<file path="config.mk">
export PLATFORM = sky130hd
export DESIGN_NAME = axis_reverser
export DESIGN_NICKNAME = d
export VERILOG_FILES = /design/src/rtl/axis_reverser_pkg.sv /design/src/rtl/axis_skid_reg.sv /design/src/rtl/axis_reverser.sv
export SDC_FILE = /design/constraint.sdc
export NUM_CORES = 2
export LEC_CHECK = 0
export CAP_MARGIN = 20
export CORE_AREA = 5 5 457 459
export CTS_BUF_LIST = sky130_fd_sc_hd__clkbuf_4 sky130_fd_sc_hd__clkbuf_8 sky130_fd_sc_hd__clkbuf_16
export DETAILED_ROUTE_END_ITERATION = 6
export DIE_AREA = 0 0 462 464
export GPL_TIMING_DRIVEN = 0
export PLACE_DENSITY_LB_ADDON = 0.05
export SLEW_MARGIN = 30
export SYNTH_ARGS = -nofsm -noshare
export SYNTH_HDL_FRONTEND = slang
export SYNTH_SLANG_ARGS = --single-unit
</file>
<file path="constraint.sdc">
create_clock -name clk -period 69.6 [get_ports clk]
set_input_delay 17.4 -clock clk [delete_from_list [all_inputs] [get_ports clk]]
set_output_delay 17.4 -clock clk [all_outputs]
set_load 0.01 [all_outputs]
</file>
<file path="src/rtl/axis_reverser_pkg.sv">
// Shared constants and types for the AXI-Stream bit/byte reordering stage.
package axis_reverser_pkg;

    localparam logic [1:0] MODE_PASS      = 2'd0;
    localparam logic [1:0] MODE_BITREV    = 2'd1;
    localparam logic [1:0] MODE_BYTESWAP  = 2'd2;
    localparam logic [1:0] MODE_BITINBYTE = 2'd3;

    typedef enum logic {
        IDLE,
        IN_PKT
    } pkt_state_t;

endpackage

</file>
<file path="src/rtl/axis_skid_reg.sv">
// Two-entry registered skid buffer: output register plus one skid register,
// with a registered ready that drops only while the skid entry is occupied.
module axis_skid_reg #(
    parameter int WIDTH = 8
) (
    input  logic             clk,
    input  logic             rst,
    input  logic             i_valid,
    output logic             o_ready,
    input  logic [WIDTH-1:0] i_data,
    output logic             o_valid,
    input  logic             i_ready,
    output logic [WIDTH-1:0] o_data
);

    logic             r_outValid;
    logic             r_skidValid;
    logic             r_ready;
    logic [WIDTH-1:0] r_outData;
    logic [WIDTH-1:0] r_skidData;

    logic w_inFire;
    logic w_outOpen;
    logic w_outValidNext;
    logic w_skidValidNext;

    // The output register can take a new word when empty or being drained;
    // the skid entry is only ever filled while ready is high, so both never compete.
    assign w_inFire        = i_valid & r_ready;
    assign w_outOpen       = !r_outValid | i_ready;
    assign w_outValidNext  = w_outOpen ? (r_skidValid | w_inFire) : 1'b1;
    assign w_skidValidNext = r_skidValid ? !w_outOpen : (w_inFire & !w_outOpen);

    always_ff @(posedge clk or posedge rst) begin
        if (rst) begin
            r_outValid  <= 1'b0;
            r_skidValid <= 1'b0;
            r_ready     <= 1'b0;
        end else begin
            r_outValid  <= w_outValidNext;
            r_skidValid <= w_skidValidNext;
            r_ready     <= !w_skidValidNext;
        end
    end

    always_ff @(posedge clk) begin
        if (w_outOpen) begin
            if (r_skidValid) begin
                r_outData <= r_skidData;
            end else if (w_inFire) begin
                r_outData <= i_data;
            end
        end else if (w_inFire) begin
            r_skidData <= i_data;
        end
    end

    assign o_ready = r_ready;
    assign o_valid = r_outValid;
    assign o_data  = r_outData;

endmodule

</file>
<file path="src/rtl/axis_reverser.sv">
// AXI-Stream reordering stage: per-packet selectable bit/byte transform applied
// ahead of a registered skid buffer, plus a completed-packet counter.
module axis_reverser
    import axis_reverser_pkg::*;
#(
    parameter int DATA_WIDTH = 512,
    parameter int KEEP_WIDTH = DATA_WIDTH / 8,
    parameter int USER_WIDTH = 1,
    parameter int CNT_WIDTH  = 16
) (
    input  logic                  clk,
    input  logic                  rst,
    input  logic [1:0]            cfg_mode,
    input  logic [DATA_WIDTH-1:0] s_axis_tdata,
    input  logic [KEEP_WIDTH-1:0] s_axis_tkeep,
    input  logic [USER_WIDTH-1:0] s_axis_tuser,
    input  logic                  s_axis_tlast,
    input  logic                  s_axis_tvalid,
    output logic                  s_axis_tready,
    output logic [DATA_WIDTH-1:0] m_axis_tdata,
    output logic [KEEP_WIDTH-1:0] m_axis_tkeep,
    output logic [USER_WIDTH-1:0] m_axis_tuser,
    output logic                  m_axis_tlast,
    output logic                  m_axis_tvalid,
    input  logic                  m_axis_tready,
    output logic [1:0]            stat_mode,
    output logic [CNT_WIDTH-1:0]  stat_pkt_count
);

    localparam int WORD_W = DATA_WIDTH + KEEP_WIDTH + USER_WIDTH + 1;

    pkt_state_t r_state;
    pkt_state_t w_stateNext;
    logic [1:0] r_mode;
    logic [1:0] w_mode;
    logic       w_accept;
    logic       w_ready;

    logic [DATA_WIDTH-1:0] w_data;
    logic [KEEP_WIDTH-1:0] w_keep;
    logic [WORD_W-1:0]     w_inWord;
    logic [WORD_W-1:0]     w_outWord;
    logic [CNT_WIDTH-1:0]  r_pktCount;

    assign w_accept = s_axis_tvalid & w_ready;

    // A first beat uses cfg_mode live; later beats of the packet use the latched copy.
    always_comb begin
        w_stateNext = r_state;
        w_mode      = r_mode;
        case (r_state)
            IDLE: begin
                w_mode = cfg_mode;
                if (w_accept && !s_axis_tlast) begin
                    w_stateNext = IN_PKT;
                end
            end
            IN_PKT: begin
                if (w_accept && s_axis_tlast) begin
                    w_stateNext = IDLE;
                end
            end
            default: w_stateNext = IDLE;
        endcase
    end

    always_ff @(posedge clk or posedge rst) begin
        if (rst) begin
            r_state <= IDLE;
            r_mode  <= MODE_PASS;
        end else begin
            r_state <= w_stateNext;
            if (r_state == IDLE && w_accept) begin
                r_mode <= cfg_mode;
            end
        end
    end

    always_comb begin
        w_data = s_axis_tdata;
        w_keep = s_axis_tkeep;
        case (w_mode)
            MODE_BITREV: begin
                for (int b = 0; b < DATA_WIDTH; b++) begin
                    w_data[b] = s_axis_tdata[DATA_WIDTH-1-b];
                end
                for (int k = 0; k < KEEP_WIDTH; k++) begin
                    w_keep[k] = s_axis_tkeep[KEEP_WIDTH-1-k];
                end
            end
            MODE_BYTESWAP: begin
                for (int k = 0; k < KEEP_WIDTH; k++) begin
                    w_data[8*k +: 8] = s_axis_tdata[8*(KEEP_WIDTH-1-k) +: 8];
                    w_keep[k]        = s_axis_tkeep[KEEP_WIDTH-1-k];
                end
            end
            MODE_BITINBYTE: begin
                for (int k = 0; k < KEEP_WIDTH; k++) begin
                    for (int b = 0; b < 8; b++) begin
                        w_data[8*k+b] = s_axis_tdata[8*k+7-b];
                    end
                end
            end
            default: begin
            end
        endcase
    end

    assign w_inWord = {w_data, w_keep, s_axis_tuser, s_axis_tlast};

    axis_skid_reg #(
        .WIDTH(WORD_W)
    ) u_skid (
        .clk     (clk),
        .rst     (rst),
        .i_valid (s_axis_tvalid),
        .o_ready (w_ready),
        .i_data  (w_inWord),
        .o_valid (m_axis_tvalid),
        .i_ready (m_axis_tready),
        .o_data  (w_outWord)
    );

    always_ff @(posedge clk or posedge rst) begin
        if (rst) begin
            r_pktCount <= '0;
        end else if (m_axis_tvalid && m_axis_tready && m_axis_tlast) begin
            r_pktCount <= r_pktCount + CNT_WIDTH'(1);
        end
    end

    assign {m_axis_tdata, m_axis_tkeep, m_axis_tuser, m_axis_tlast} = w_outWord;
    assign s_axis_tready  = w_ready;
    assign stat_mode      = r_mode;
    assign stat_pkt_count = r_pktCount;

endmodule

</file>
== Word level (Yosys, flattened, before mapping) ==
Cells that the tools add are included.
Operators by class
  $add $sub $neg: 1
  equal/unequal tests: 3
  mux-type cells: 10
  reduce and logical (&&, ||, !) cells: 13
  bitwise gates (word level): 6
Operators by type and width (count)
  $pmux 512 s3: 1
  $mux 578: 2
  $mux 64: 1
  $add 16x1->16 const B: 1
  $logic_and 1x1->1: 5
  $eq 2x2->1 const B: 2
  $logic_not 1->1: 4
  $mux 1: 4
  $reduce_and 2->1: 2
  $and 1x1->1: 2
  $eq 2x1->1 const B: 1
  $mux 2: 1
  $not 1->1: 2
  $or 1x1->1: 2
  $pmux 1 s2: 1
  $reduce_bool 2->1: 1
  $reduce_or 2->1: 1
Word-level totals
  register bits: 1178
  output and inout port bits: 598
  logic and storage cells: 41
  bits of input ports: 584

== Longest topological paths before layout ==
  word-level depth: 6
  mapped depth: 9
  depth with buffers taken out: 6

== By module ==
Synthesis repeated with hierarchy kept, for this count alone.
Unflattened totals
  cells, all modules: 3721
  area, all modules: 57000.9 µm²
By module, submodules not included
  axis_skid_reg: seq. area each 34788.4 µm², cells each 1810, area an instance 41895.2 µm², instances 1
  axis_reverser: seq. area each 475.5 µm², cells each 1911, area an instance 15105.7 µm², instances 1

== Worst setup path before layout ==
No wires, ideal clock.
  path type: input to register
  start point: input s_axis_tvalid
  end point: register u_skid.r_outData[0] (netlist: u_skid.o_data[0]) (enable)
  path buffers: 0
  stages on the path: 2
  setup time: 1.717 ns
  required time: 67.883 ns
  arrival: 45.217 ns
  setup slack: 22.666 ns
  cell sequence: a21oi_1 > a21oi_1
On the way
  word-level cells in the longest chain between the ends: 3
Ends and longest elaborated chain
  from (decl): line axis_reverser.sv:18  | input logic s_axis_tvalid,
  $and 1x1->1: line axis_skid_reg.sv:29  | assign w_inFire = i_valid & r_ready;
  $reduce_bool 2->1 (no source line)
  $reduce_and 2->1 (no source line)
  to (signal assigned): line axis_skid_reg.sv:49  | r_outData <= r_skidData;
  to (signal assigned): line axis_skid_reg.sv:51  | r_outData <= i_data;
  to (decl): line axis_skid_reg.sv:19  | logic [WIDTH-1:0] r_outData;
No other way between the ends.
A chain may end at the register's enable or synchronous reset.

== Worst setup path in the final report ==
  start point: input cfg_mode[0]
  end point: register u_skid.r_outData[76] (netlist: u_skid.o_data[76]), data pin
On the way
  word-level cells in the longest chain between the ends: 5
  elaborated cells between the ends (all ways): 7
  those cells by class: eq/ne: 3; mux: 4
Ends and longest elaborated chain
  from (decl): line axis_reverser.sv:13  | input logic [1:0] cfg_mode,
  $mux 2 *: line axis_reverser.sv:51  | case (r_state)
  $eq 2x2->1 or $eq 2x1->1 (tied branches): line axis_reverser.sv:82  | case (w_mode)
  $pmux 512 s3 *: line axis_reverser.sv:82
  named net u_skid.i_data[76]: line axis_skid_reg.sv:10  | input logic [WIDTH-1:0] i_data,
  $mux 578 *: line axis_skid_reg.sv:50  | end else if (w_inFire) begin
  $mux 578 *: line axis_skid_reg.sv:48  | if (r_skidValid) begin
Mark *: on every way through the listed nets, which the timed path passes. The rest lies on a longest branch. The select of a mux whose other input is x is not followed.

==> results.tsv <==
metric	value	unit
antenna_found_initial	142	
cp-start-kind	input port	
tns	0	ns
drt_iter0_drc	5444	
initial_core_util	0.280	
period_needed	19.94	ns
min_from	stat_pkt_count[15]	
gr-usage-all-layers	0.231	
finalMaxSlewViolations	0	
crit_slowest_cell	buf_2	
wire_per_inst	32.3	um
nets	5725	
routed_wl	258	mm
cts.sinks	1178	
die-area	0.214	mm2
startpoint	cfg_mode[0]	
rows	166	
finalHoldViolCount	0	
synthCells	3720	
postCtsSetupRepairBufs	0	
grt_pass1_vias	41600	
cp_common_cell	buf_2	
violations	design-rule violations	
p_leak	29.3	nW
rsz0062_at_grt	no	
hold_path_class	reg2reg	
numPortBuffers	1181	
rr_endpoint	u_skid.o_data[76]	
gp_congestion	0.839	
htreeDepth	4	
min_path_cells	1	
crit_chain	clkdlybuf4s50_1 -> mux2i_1 -> ha_1 -> buf_2 -> buf_2 -> buf_2 -> mux2i_1 -> mux2_2	
crit_type	in2reg	
grt_pass1_wl	348	mm
grt_max_degree	23	
register_area	0.0353	mm2
finalSetupViolCount	0	
cp-end-kind	flip-flop	
layout-drive-gt1-share	0.238	
cp_max_fo	10	
ctsHoldBuffers	0	
syn_area	0.0570	mm2
slew_headroom	0.301	
dpl.hpwl	197	mm
drtPass1Iterations	7	
rr_worst_depth	7	
globalRouteOverflowTotal	0	
synth_cell_types	24	
path_delay_family	buffers and inverters	
path_buf_inv	4	
syn_area_per_cell	15.3	um2
fillers	19300	
routed-via-count	41700	
status	finished, violations left	
io_pins	1182	
crit_path_max_incr_delay	0.60	ns
viasPerCell	5.22	
cp.arrival	20.58	ns
ys_seq_area_frac	0.619	
drc_errors	139	
worst_pin_slew	1.05	ns
max_freq	50.2	MHz
finalClockSkew	0.0236	ns
ys_ff_latch	1178	
max-cap-violations	0	
finalCritPeriodShare	0.286	
setup_slack	49.66	ns
numCtsBuffers	153	
cts_buffer_depth	3	
core	0.204	mm2
powerDensity	33.0	mW/mm2
vdd_drop_max	0.0000237	V
die_y	464	um
hold_end	stat_pkt_count[15]	
rrSetupSlack	66.21	ns
syn_nets	4309	
drtAntennaViolNets	0	
yosys_warnings	0	
pre_cts_ws	48.66	ns
cts_tree	built	
syn_to_final_growth	39.2	%
cts_resized	0	
worst_ep_required_time	70.24	ns
multi_input_area	0.0179	mm2
clkTransAtPathRegs	0.05	ns
cts_root_buf	clkbuf_16	
clk_latency	0.79	ns
die_x	462	um
[cells in the final DEF (no fill, tap or decap), drive strengths merged, types with 6 or more instances in the layout]
master	n
clkinv	44
clkdlybuf4s50	1181
edfxtp	1156
dfrtp	22
a222oi	512
nand2	8
clkbuf	238
nand3	7
bufinv	14
diode	58
mux2	645
inv	521
clkinvlp	6
buf	342
mux2i	514
xnor2	10
[power breakdown]
part           internal, W  total (W)  switching (W)
Sequential        0.000946   0.000980      0.0000343
Clock             0.000486   0.000807       0.000321
Combinational     0.000381   0.000834       0.000452
[cells by family (layout without fill, tap and decap cells)]
group           count (synthesis)  after routing  synth area share
xor+xnor                       15             15           0.00230
buf+inv                       817           2346            0.0675
compound gates                515            515            0.0902
fa+ha+maj                       5              5           0.00110
flops                        1178           1178             0.619
simple gates                   31             31           0.00279
other cells                     0             58                 0
mux                          1159           1159             0.218
[sequential cells by signal, summed over array words and instances, names as in the netlist, named ones only]
| register | count |
|---|---|
| u_skid.o_ready | 1 |
| stat_mode | 2 |
| u_skid.o_data | 578 |
| u_skid.r_skidData | 578 |
| u_skid.o_valid | 1 |
| u_skid.r_skidValid | 1 |
| stat_pkt_count | 16 |
[cells in the mapped netlist]
cell type,n,share of area
xnor2_1,10,0.0015
buf_2,200,0.018
a222oi_1,512,0.090
a21oi_1,2,0.00018
or2_2,1,0.00011
clkbuf_1,29,0.0019
nor2_1,5,0.00033
clkbuf_8,8,0.0019
nand3_1,7,0.00061
o21ai_0,1,0.000088
mux2i_1,514,0.090
edfxtp_1,1156,0.61
nand4_1,3,0.00033
buf_4,4,0.00053
nor3_1,1,0.000088
buf_6,58,0.011
mux2_2,645,0.13
ha_1,5,0.0011
inv_1,518,0.034
xor2_1,5,0.00077
nand2_1,8,0.00053
and4_1,3,0.00046
and3_1,3,0.00033
dfrtp_1,22,0.0097
[worst max path at each step]
stage,end,slack [ns],cells after the start
global placement,u_skid.o_data[420],0.85,3
finish,u_skid.o_data[76],49.66,8
floorplan,u_skid.o_data[0],22.67,2
global route,u_skid.o_data[76],49.55,9
detailed placement,u_skid.o_data[195],48.66,9
CTS,u_skid.o_data[195],49.53,9
[cell type report]
class / count / share of cell area
repair buffers: 1261 / 0.174
flip-flops and latches: 1178 / 0.444
clock inverters: 67 / 0.00924
plain buffers: 299 / 0.0240
multi-input cells: 1725 / 0.226
diodes: 58 / 0.00183
well taps: 2688 / 0.0424
clock buffers: 201 / 0.0543
inverters: 518 / 0.0245
[per-stage QoR]
step                      hold slack [ns]  instances   util  cell area [um2]  total power (W)
after floorplan                     0.508       3720      -            57000          0.00147
after global placement              0.463       7589  0.354            72200          0.00193
after detailed placement            0.472       7669  0.364            74200          0.00184
after CTS                           0.479       7937  0.388            79200          0.00266
after global routing                0.491       7976  0.389            79300          0.00273
final                               0.475       7995  0.389            79400          0.00262
[worst register-to-register path, stage by stage (launching register included)]
cell     delay [ns]
dfrtp_1        0.42
mux2i_1        0.50
ha_1           0.23
buf_2          0.27
buf_2          0.61
buf_2          0.50
mux2i_1        0.49
mux2_2         0.24
[metal layers]
layer,up-vias,track usage,part of all wire
met5,-,0,0.0012
met4,52,0.0783,0.030
met3,457,0.0776,0.094
met2,2055,0.387,0.49
met1,21200,0.276,0.39
li1,18000,-,-
Note: power is estimated with default switching activity, not from simulation.
